`src/rtl/gray_step_cnt.sv`:
```
// Registered binary/Gray up-down counter with per-step changed-bit mask and wrap pulse.
// The Gray output is its own flop, so it can cross clock domains with no glitches.
module gray_step_cnt #(
  parameter int unsigned size = 4
) (
  input  logic            clk,
  input  logic            rst_n,
  input  logic            en,
  input  logic            up,
  input  logic            load,
  input  logic [size-1:0] load_val,
  output logic [size-1:0] bin,
  output logic [size-1:0] gray,
  output logic [size-1:0] chg,
  output logic            tc
);

  localparam int unsigned W = size;
  localparam logic [W-1:0] cnt_max  = '1;
  localparam logic [W-1:0] cnt_zero = '0;

  logic [W-1:0] cnt;
  logic [W-1:0] gray_q;
  logic [W-1:0] chg_q;
  logic         tc_q;

  logic [W-1:0] cnt_next;
  logic [W-1:0] gray_next;
  logic [W-1:0] chg_next;
  logic         tc_next;

  // Next count: load beats a step; steps wrap silently at width W.
  always_comb begin
    cnt_next = cnt;
    tc_next  = 1'b0;
    if (load) begin
      cnt_next = load_val;
    end else if (en) begin
      if (up) begin
        cnt_next = cnt + W'(1);
        tc_next  = (cnt == cnt_max);
      end else begin
        cnt_next = cnt - W'(1);
        tc_next  = (cnt == cnt_zero);
      end
    end
  end

  // Encode the next count so gray lands on the same edge as bin.
  always_comb begin
    gray_next = cnt_next ^ (cnt_next >> 1);
    chg_next  = gray_next ^ gray_q;
  end

  always_ff @(posedge clk or negedge rst_n) begin
    if (!rst_n) begin
      cnt    <= '0;
      gray_q <= '0;
      chg_q  <= '0;
      tc_q   <= 1'b0;
    end else begin
      cnt    <= cnt_next;
      gray_q <= gray_next;
      chg_q  <= chg_next;
      tc_q   <= tc_next;
    end
  end

  assign bin  = cnt;
  assign gray = gray_q;
  assign chg  = chg_q;
  assign tc   = tc_q;

endmodule

```
`config.mk`:
```
export PLATFORM = sky130hd
export DESIGN_NAME = gray_step_cnt
export DESIGN_NICKNAME = d
export VERILOG_FILES = /design/src/rtl/gray_step_cnt.sv
export SDC_FILE = /design/constraint.sdc
export NUM_CORES = 1
export LEC_CHECK = 0
export BUFFER_PORTS_ARGS = -buffer_cell sky130_fd_sc_hd__buf_2
export CORE_MARGIN = 2
export CORE_UTILIZATION = 40
export CTS_CLUSTER_SIZE = 14
export DETAILED_ROUTE_END_ITERATION = 8
export PLACE_DENSITY = 0.71
export SETUP_SLACK_MARGIN = 0.3
export SYNTH_ARGS = -nofsm -noshare
export SYNTH_HDL_FRONTEND = slang
export SYNTH_SLANG_ARGS = --single-unit
```
`constraint.sdc`:
```
create_clock -name clk -period 2.2 [get_ports clk]
set_clock_uncertainty 0.05 [all_clocks]
set_input_delay 0 -clock clk [delete_from_list [all_inputs] [get_ports clk]]
set_output_delay 0 -clock clk [all_outputs]
set_load 0.02 [all_outputs]
```
---- Yosys cells after proc, flatten, opt, wreduce, memory -nomap -nowiden ----
Cells that the tools add are included.
storage, ports and cells
  bits of input ports ..................... 9
  flip-flop bits (word level) ............. 13
  output and inout port bits .............. 13
  logic and storage cells ................. 16
operators by class
  add/sub/neg operators ................... 2
  reductions and logical operators ........ 1
  equal/unequal tests ..................... 1
  mux-type cells .......................... 6
  bitwise logic cells ..................... 2
operator list
  kind                                              number
  two-way mux 4 bit                                 3
  adder 4 x 1 -> 4 bit, second input constant       1
  == test 4 bit, second input constant              1
  logical NOT 4 bit                                 1
  subtractor 4 x 1 -> 4 bit, second input constant  1
  XOR 4 x 3 -> 4 bit                                1
  XOR 4 bit                                         1
  two-way mux 1 bit                                 3

---- Longest topological paths before layout ----
  word-level depth ........................ 6
  depth in mapped cells ................... 6

---- Worst setup path after synthesis ----
OpenSTA, ideal clock, no wires.
  kind .................................... flip-flop to flip-flop
  from .................................... register cnt[0], in the netlist bin[0]
  to ...................................... register chg_q[0], in the netlist chg[0]
  stages on the path, launching flop included .. 6
  setup time .............................. 0.079 ns
  setup slack ............................. 0.238 ns
  arrival ................................. 1.833 ns
  data required time ...................... 2.071 ns
  path through ............................ dfrtp_1 fa_1 mux2_2 mux2i_4 xor2_1 xor2_1
between the ends
  longest elaborated chain between the ends .. 6
  elaborated cells on any way between the ends .. 7
  classes of those cells .................. add/sub: 2; mux: 3; bitwise: 2
ends and longest elaborated chain
  what                                                               line    RTL
  from (decl)                                                        22      logic [W-1:0] cnt;
  from (signal assigned)                                             62      cnt <= cnt_next;
  subtractor 4 x 1 -> 4 bit or adder 4 x 1 -> 4 bit (tied branches)  43, 40
  two-way mux 4 bit                                                  39      if (up) begin
  two-way mux 4 bit *                                                38      end else if (en) begin
  two-way mux 4 bit *                                                36      if (load) begin
  XOR 4 x 3 -> 4 bit *                                               51      gray_next = cnt_next ^ (cnt_next >> 1);
  named net gray_next[0]                                             28      logic [W-1:0] gray_next;
  XOR 4 bit *                                                        52      chg_next = gray_next ^ gray_q;
  named net chg_next[0]                                              29      logic [W-1:0] chg_next;
  to (signal assigned)                                               64      chg_q <= chg_next;
  to (decl)                                                          24      logic [W-1:0] chg_q;
The timed path passes the listed nets; every way through them passes the cells marked *.

---- Worst setup path after layout ----
Ends and elaborated chain as after synthesis.

==> summary.md <==
| Metric | Value |
|---|---|
| WL/cell | 13.2 µm |
| Startpoint class of the critical path | flop |
| Hold endpoint | bin[2] |
| Sequential cell area fraction in the yosys report | 42.6% |
| Peak fanout along the critical path | 4 |
| Initial antenna violation count | 0 |
| Tmin final | 1.85 ns |
| Final Slew Violations | 0 |
| Vias | 503 |
| Reg2reg setup slack | 0.35 ns |
| Mapped Area | 706 µm² |
| DRC errors left | 0 |
| Arrival @ worst endpoint | 2.00 ns |
| Worst vdd ir | 379 µV |
| Antenna Violating Nets Remaining | 0 |
| Fill cells | 160 |
| Die height | 46 µm |
| Clock Tree Buf Depth | 2 |
| RR Startpoint | bin[0] |
| Pin count of the biggest net entering global routing | 13 |
| Initial Utilization | 41.8% |
| WP data required | 2.34 ns |
| FP Rows | 15 |
| DP Worst Slack | 0.252 ns |
| Top cell type's share of synthesized area | 42.6% |
| FF-to-FF End | chg[0] |
| Hold Crit Class | input pin to flop |
| Setup tns final | 0 ns |
| Synth unique cells | 28 |
| Core area | 1690 µm² |
| Critical Path End Type | flop |
| Tcrit/Tclk final | 84.3% |
| # clock sinks | 12 |
| Vias in the first global route | 473 |
| Post-Route WL | 1330 µm |
| Critical path buffers and inverters | 0 |
| Cells after synthesis | 55 |
| Outcome | finished clean |
| Clock slew at reported path FFs | 0.08 ns |
| Clock root buffer | clkbuf_4 |
| Port Buffers | 21 |
| Synth warn | 0 |
| Hold violation count in the final report | 0 |
| HPWL after DPL | 948 µm |
| Top delay family on crit path | multiplexers |
| Setup ws final | 0.346 ns |
| Maxcap violations | 0 |
| Slowest CP cell | fa_2 |
| Die Wd | 46 µm |
| P_leak | 0.450 nW |
| First-pass iteration count of the detailed router | 4 |
| Yosys reg bits | 12 |
| Crit path kind | flop to flop |
| TritonCTS clock tree | built |
| Area grow syn2layout | 31.4% |
| CP Cell Sequence | fa_2, mux2_4, mux2i_4, xor2_2, xor2_1 |
| ANT cells | 0 |
| Post-Syn Area per Cell | 12.8 µm² |
| Worst-Skew Late Latency | 0.26 ns |
| IO Pins | 22 |
| H-tree lvl count | 1 |
| Tot GR Track Use | 14.1% |
| RD Place Congestion | 0.684 |
| Hold depth | 4 |
| Synth Net Count | 67 |
| RSZ-0062 raised after global routing | true |
| Ranking of synthesized cells by area | dfrtp_1 43%, xnor3_1 6.4%, xor2_1 5.0%, xnor2_1 3.7%, ha_1 3.5% |
| P per Cell Area | 1050 nW/µm² |
| Area of the die | 2120 µm² |
| Cts bufs inserted | 3 |
| Dominant cell type by area after synthesis | dfrtp_1 |
| Worst-Margin Slew | 0.315 ns |
| Final setup vio count | 0 |
| Layout net count | 97 |
| Share of layout cells above drive strength 1 | 51.2% |
| Total grt overflow | 0 |
| Fmax | 539 MHz |
| Hold Crit Start | load_val[2] |
| First-pass GRT wire length | 2050 µm |
| Initial DRC Count | 6 |
| Largest stage delay on the critical path | 0.45 ns |
| Max-slew headroom | 78.4% |
| Worst R2R Path Depth | 5 |
| Vias per inst | 4.98 |
==> layout by cell type, fill, tap and decap left out, types with 2 or more instances in the layout <==
master          n
buf_2          21
dfrtp_1        10
buf_4           5
inv_1           4
xor2_1          3
xnor2_1         3
clkbuf_4        3
dlygate4sd3_1   3
mux2i_1         2
nor3b_1         2
a21oi_1         2
nor2_1          2
xnor3_1         2
dfrtp_2         2
==> power breakdown <==
part	switching (W)	internal [W]	total, W
Clock	0.0000712	0.000100	0.000172
Combinational	0.000239	0.000223	0.000462
Sequential	0.0000453	0.000295	0.000340
==> worst min-delay path, stage by stage <==
cell and delay (ns):
buf_2 0.08, nand2_1 0.05, o21ai_2 0.06, buf_4 0.12
==> Yosys cell counts, drive strengths merged <==
library cell / n
nor3b: 2
a221oi: 1
o21ai: 1
nand3: 1
a21oi: 2
nand4: 1
xnor2: 3
a21o: 1
nor3: 1
buf: 4
nor2: 2
or4b: 1
mux2: 1
dfrtp: 12
nand3b: 1
inv: 4
xor2: 4
xnor3: 2
ha: 2
mux2i: 3
nand2: 1
fa: 1
a22o: 1
and4bb: 1
a2bb2oi: 1
nor4: 1
==> repair_timing <==
item	4_1_cts	5_1_grt
pin swaps	1	4
hold buffers	3	0
endpoints found under the hold margin	14	0
endpoints found under the setup margin	3	3
setup buffers	3	2
gates resized for setup	2	2
==> worst max-delay path by stage <==
| stage | cells past startpoint | slack [ns] | startpoint | endpoint |
|---|---|---|---|---|
| 3_3_place_gp | 5 | 0.29 | bin[0] | chg[0] |
| 2_1_floorplan | 5 | 0.30 | bin[0] | chg[1] |
| 4_1_cts | 5 | 0.30 | bin[1] | chg[0] |
| 5_1_grt | 5 | 0.29 | bin[0] | chg[0] |
| 3_5_place_dp | 5 | 0.25 | bin[0] | chg[2] |
| 6_report | 5 | 0.35 | bin[0] | chg[0] |
==> sequential cells by signal, summed over array words and instances (netlist names) <==
signal / flops
bin: 4
gray: 3
chg: 4
tc: 1
==> cell families after synthesis <==
kind of cell    synth area share [%]
simple gates                    12.4
flops                           42.6
xor+xnor                        15.1
buf+inv                         7.45
compound gates                  8.51
mux                             7.62
fa+ha+maj                       6.38
==> per-stage QoR <==
| stage | total power [W] | cell area, µm² | util (%) | hold slack, ns | cells |
|---|---|---|---|---|---|
| after floorplan | 0.000649 | 708 | - | -0.346 | 55 |
| final | 0.000974 | 927 | 54.9 | 0.0276 | 101 |
| after CTS | 0.000960 | 906 | 53.6 | 0.0165 | 99 |
| after detailed placement | 0.000755 | 797 | 47.2 | -0.162 | 89 |
| after global routing | 0.00104 | 927 | 54.9 | 0.0307 | 101 |
| after global placement | 0.000740 | 797 | 47.2 | -0.164 | 89 |
==> layout make-up <==
class,instances,area (µm²),area share [%]
timing repair buffer,29,173,18.6
multi-input combinational,35,379,40.9
sequential,12,303,32.7
inverter,4,15.0,1.62
tap,17,21.3,2.29
clock buffer,4,36.3,3.91
==> metal layers <==
metal | up-vias | global-route usage (%) | routed length (µm)
met5 | - | 0 | 0
met1 | 241 | 16.2 | 567
li1 | 246 | - | -
met4 | 0 | 6.86 | 17
met2 | 14 | 24.4 | 694
met3 | 2 | 2.78 | 54
Note: power is estimated with default switching activity, not from simulation.
